File: config.mk
export PLATFORM = sky130hd
export DESIGN_NAME = fetch_pc_unit
export DESIGN_NICKNAME = d
export VERILOG_FILES = /design/src/rtl/fetch_pkg.sv /design/src/rtl/fetch_pc_unit_next_pc_calc.sv /design/src/rtl/fetch_pc_unit.sv
export SDC_FILE = /design/constraint.sdc
export NUM_CORES = 1
export LEC_CHECK = 0
export ABC_AREA = 1
export CAP_MARGIN = 40
export CORE_MARGIN = 5
export CORE_UTILIZATION = 30
export CTS_CLUSTER_DIAMETER = 200
export DETAILED_ROUTE_END_ITERATION = 10
export GPL_ROUTABILITY_DRIVEN = 1
export PLACE_DENSITY = 0.54
export SLEW_MARGIN = 10
export SYNTH_ARGS = -nofsm -noshare
export SYNTH_HDL_FRONTEND = slang
export SYNTH_SLANG_ARGS = --single-unit
File: constraint.sdc
create_clock -name clk -period 5 [get_ports clk]
set_clock_uncertainty 0.1 [all_clocks]
set_input_delay 1.25 -clock clk [delete_from_list [all_inputs] [get_ports clk]]
set_output_delay 1.25 -clock clk [all_outputs]
set_load 0.05 [all_outputs]
File: src/rtl/fetch_pkg.sv
// Shared types and constants for the fetch/PC stage.
package fetch_pkg;

    typedef enum logic [1:0] {
        BOOT   = 2'd0,
        RUN    = 2'd1,
        HALTED = 2'd2,
        TRAP   = 2'd3
    } fetch_state_t;

    typedef enum logic [1:0] {
        NONE         = 2'd0,
        MISALIGNED   = 2'd1,
        OUT_OF_RANGE = 2'd2
    } trap_cause_t;

    localparam int unsigned INSTR_BYTES = 4;

endpackage

File: src/rtl/fetch_pc_unit_next_pc_calc.sv
// Combinational next-PC selection with alignment and ROM-range checks.
module next_pc_calc
    import fetch_pkg::*;
#(
    parameter int unsigned ADDR_WIDTH = 10
) (
    input  logic [31:0] pc,
    input  logic        redirect,
    input  logic [31:0] target,
    output logic [31:0] next_pc,
    output logic        misaligned,
    output logic        out_of_range
);

    logic [31:0] seq_pc;

    assign seq_pc = pc + 32'(INSTR_BYTES);

    // Range uses the full 32-bit value so aliasing above the ROM is caught.
    always_comb begin
        next_pc      = seq_pc;
        misaligned   = 1'b0;
        out_of_range = (seq_pc >> ADDR_WIDTH) != '0;
        if (redirect) begin
            next_pc      = target;
            misaligned   = target[1:0] != 2'b00;
            out_of_range = !misaligned && ((target >> ADDR_WIDTH) != '0);
        end
    end

endmodule

File: src/rtl/fetch_pc_unit.sv
// PC register, fetch FSM and cycle/instret counters for the single-cycle RV32 core.
module fetch_pc_unit
    import fetch_pkg::*;
#(
    parameter int unsigned ADDR_WIDTH = 10,
    parameter logic [31:0] RESET_PC   = 32'h0000_0000
) (
    input  logic                  clk,
    input  logic                  rst,
    input  logic                  stall_i,
    input  logic                  redirect_valid_i,
    input  logic [31:0]           redirect_target_i,
    input  logic                  halt_i,
    output logic [ADDR_WIDTH-1:0] read_address_o,
    output logic [31:0]           pc_o,
    output logic [31:0]           pc_plus4_o,
    output logic                  instr_valid_o,
    output logic                  halted_o,
    output logic                  trap_o,
    output logic [1:0]            trap_cause_o,
    output logic [31:0]           cycle_count_o,
    output logic [31:0]           instret_o
);

    fetch_state_t state, state_next;
    trap_cause_t  cause, cause_next;
    logic [31:0]  pc, next_pc, cycle_count, instret;
    logic         misaligned, out_of_range;
    logic         pc_load, retire, cycle_inc;

    next_pc_calc #(.ADDR_WIDTH(ADDR_WIDTH)) u_next_pc_calc (
        .pc           (pc),
        .redirect     (redirect_valid_i),
        .target       (redirect_target_i),
        .next_pc      (next_pc),
        .misaligned   (misaligned),
        .out_of_range (out_of_range)
    );

    always_ff @(posedge clk or posedge rst) begin
        if (rst) state <= BOOT;
        else     state <= state_next;
    end

    always_comb begin
        state_next = state;
        cause_next = cause;
        pc_load    = 1'b0;
        retire     = 1'b0;
        cycle_inc  = 1'b0;
        case (state)
            BOOT: state_next = RUN;
            RUN: begin
                if (!stall_i) begin
                    cycle_inc = 1'b1;
                    if (halt_i) begin
                        state_next = HALTED;
                        retire     = 1'b1;
                    end else if (misaligned) begin
                        state_next = TRAP;
                        cause_next = MISALIGNED;
                    end else if (out_of_range) begin
                        state_next = TRAP;
                        cause_next = OUT_OF_RANGE;
                    end else begin
                        pc_load = 1'b1;
                        retire  = 1'b1;
                    end
                end
            end
            default: state_next = state;
        endcase
    end

    always_ff @(posedge clk or posedge rst) begin
        if (rst) begin
            pc          <= RESET_PC;
            cycle_count <= '0;
            instret     <= '0;
            cause       <= NONE;
        end else begin
            if (pc_load)   pc          <= next_pc;
            if (retire)    instret     <= instret + 32'd1;
            if (cycle_inc) cycle_count <= cycle_count + 32'd1;
            cause <= cause_next;
        end
    end

    always_comb begin
        instr_valid_o = state == RUN;
        halted_o      = state == HALTED;
        trap_o        = state == TRAP;
        trap_cause_o  = cause;
    end

    assign read_address_o = pc[ADDR_WIDTH-1:0];
    assign pc_o           = pc;
    assign pc_plus4_o     = pc + 32'(INSTR_BYTES);
    assign cycle_count_o  = cycle_count;
    assign instret_o      = instret;

endmodule

==> flow_summary.toml, run 1 <==
[outcome]
status = "finished clean"

[synth]
synthTopCellsByArea = "dfrtp_1 (41%), nand2_1 (18%), xor2_1 (7.2%)"
async_flop_share_pct = 100.0
ys_warn_count = 0
ys_seq_area_share_pct = 40.58
netlist_area_um2 = 6166
ys_ff_latch = 100
syn_area_per_cell_um2 = 7.220
ys_types = 32
synth-edff-count = 0
yosysMostFrequentCell = "nand2_1"
synth_cells = 854
synth_nets = 894
synth_flop_cell = "dfrtp_1"
synth.top_cell.area_share_pct = 40.58
post-synth-top-area-cell = "dfrtp_1"
synthTopCellsByCount = "nand2_1 (290), inv_1 (110), dfrtp_1 (100), nor2_1 (86), nand3_1 (73)"

[sta]
fin_setup_tns_ns = 0
rsz0062_at_grt = "false"
finalSetupViolCount = 0
fin_crit_sh_pct = 86.50
period_needed_ns = 4.325
hold_viol_final = 0
max_freq_mhz = 231.2
slew_headroom_pct = 45.62
worstMarginPinSlew_ns = 0.8082
hold_ws_ns = 0.3736
final-max-slew-violation-count = 0

[clocking]
root_buffer = "clkbuf_16"
htree_levels = 3
clk_pin_slew_ns = 0.07
cts_sinks = 100
postCtsSetupBuffers = 0
clockBufferDepth = 2
cts_hold_buf = 0
cts_buffers = 9
cts_tree = "done"
post_cts_resized = 0
clk_latency_ns = 0.35

[setup_path]
cp_max_fo = 7
cp-end-kind = "primary output"
reg2reg_slack_ns = 1.68
startpoint = "pc_o[2]"
crit_type = "reg -> out"
arrival_ns = 2.97
rr_startpoint = "pc_o[2]"
crit_required_ns = 3.65
worstSetupStartpointType = "register"
r2r-end = "pc_o[12]"
endpoint = "pc_plus4_o[30]"
reg2reg_depth = 16

[final_layout]
n_antenna_cell = 0
finalNetCount = 1058
area_delta_synth_final_pct = 37.07
finish.utilization_pct = 41.77
drive_above_1_share_pct = 3.910

[die]
die-area_um2 = 23520
pin_count = 180
core_um2 = 20230
num_rows = 52
die_x_um = 153.4
initial_utilization_pct = 30.47
fp.dieH_um = 153.4

[drt]
drt-pass1-iter-count = 5
drt_iter0_drc = 241
num_vias = 5942
wl_per_cell_um = 14.93
vias_per_cell = 4.596
finalWirelength_mm = 19.30
detail-route-antenna-nets = 0
drc = 0

[global_route]
antenna_found_initial = 0
grt-ovfl-total = 0
grt_use_total_pct = 16.58
grt_pass1_vias = 5899
grt_pass1_wl_mm = 31.88
grt_max_degree = 63

[placement]
gp_congestion = 0.9379
dp.final_hpwl_mm = 15.06
port_buffers = 179

[power]
p_per_area_nw_per_um2 = 199.1
ir_worst_vdd_v = 0.0001467
leakage_nw = 4.129

[hold_path]
hp-class = "reg -> reg"

[run]
cap_violations = 0
area by class of cell:
cell class	count	area, um^2
Fill cell	2104	11780
Multi-Input combinational cell	611	3033
Sequential cell	100	2502
Timing Repair Buffer	182	1814
Inverter	114	430.4
Tap cell	270	337.8
Clock buffer	10	239.0
Clock inverter	6	95.09
kinds of logic after synthesis:
| kind of cell | synth area share [%] |
|---|---|
| buffers and inverters | 10.23 |
| DFF | 40.58 |
| and+or+nand+nor | 38.27 |
| AOI/OAI and AO/OA | 0.6492 |
| xor gates and xnor gates | 9.659 |
| adders and majority gates | 0.6088 |
report_power, final:
part           switching (mW)  internal [mW]  total, mW
sequential            0.00174          0.810      0.812
combinational          0.0498         0.0348     0.0845
clock                   0.329          0.458      0.787
flip-flops by register name, summed over array words and instances (netlist names):
register / cells
cycle_count_o: 32
instret_o: 32
pc_o: 32
state: 2
trap_cause_o: 2
routing by layer:
layer	vias to the layer above	global-route usage, %	part of all wire (%)
met4	0	5.088	1.8
met1	2759	21.80	45
li1	2990	-	-
met5	-	0	0
met2	171	27.30	47
met3	22	3.732	6.2
worst max-delay path, cell delays in order, from the launching register on:
cell and delay (ns):
dfrtp_1 0.49, ha_1 0.26, nand2_1 0.11, nor2_4 0.19, nand2_4 0.10, nor2_4 0.15, nand2_1 0.10, nor2_1 0.14
xor2_1 0.23, clkdlybuf4s50_1 0.86
how the worst min path moves through the flow:
stage | startpoint | end | slack (ns) | cells after the start
floorplan | state[1] | state[1] | 0.36 | 2
global placement | cycle_count_o[31] | cycle_count_o[31] | 0.36 | 1
detailed placement | cycle_count_o[31] | cycle_count_o[31] | 0.37 | 1
CTS | cycle_count_o[31] | cycle_count_o[31] | 0.38 | 1
global route | cycle_count_o[31] | cycle_count_o[31] | 0.41 | 1
finish | cycle_count_o[31] | cycle_count_o[31] | 0.37 | 1
cell usage in the layout (no fill, tap or decap):
master / count
a21oi_1: 1
and3_1: 1
buf_4: 3
bufinv_16: 2
clkbuf_16: 9
clkbuf_8: 1
clkdlybuf4s50_1: 179
clkinv_1: 2
clkinvlp_4: 2
dfrtp_1: 100
ha_1: 3
inv_1: 109
inv_2: 2
inv_4: 1
inv_6: 1
inv_8: 1
nand2_1: 290
nand2_2: 2
nand2_4: 2
nand3_1: 73
nand3_2: 2
nand3_4: 1
nand3b_1: 4
nand4_1: 26
nor2_1: 86
nor2_2: 2
nor2_4: 6
nor3_1: 18
nor3b_1: 1
nor4_1: 15
nor4_2: 1
nor4_4: 1
o21ai_0: 6
o21ai_1: 1
or2_2: 1
xnor2_1: 17
xor2_1: 51
through the flow:
step | instances | setup slack [ns] | cell area, um^2 | total power, mW
2_1_floorplan | 854 | 1.031 | 6166 | 0.8658
3_3_place_gp | 1277 | 0.7105 | 8118 | 0.9144
3_5_place_dp | 1277 | 0.5499 | 8118 | 0.9149
4_1_cts | 1293 | 0.6613 | 8452 | 1.713
5_1_grt | 1293 | 0.5013 | 8452 | 1.752
6_report | 1293 | 0.6751 | 8452 | 1.683
Power figures use the tool's default switching activity.
==> inputs of run 2 (changes only) <==
--- a/config.mk
+++ b/config.mk
@@ -13,7 +13,6 @@
 export DETAILED_ROUTE_END_ITERATION = 10
 export GPL_ROUTABILITY_DRIVEN = 1
 export PLACE_DENSITY = 0.54
-export SLEW_MARGIN = 10
 export SYNTH_ARGS = -nofsm -noshare
 export SYNTH_HDL_FRONTEND = slang
 export SYNTH_SLANG_ARGS = --single-unit
==> results of run 2 <==
Same layout as run 1: the final DEF is identical, and so are final timing and power.
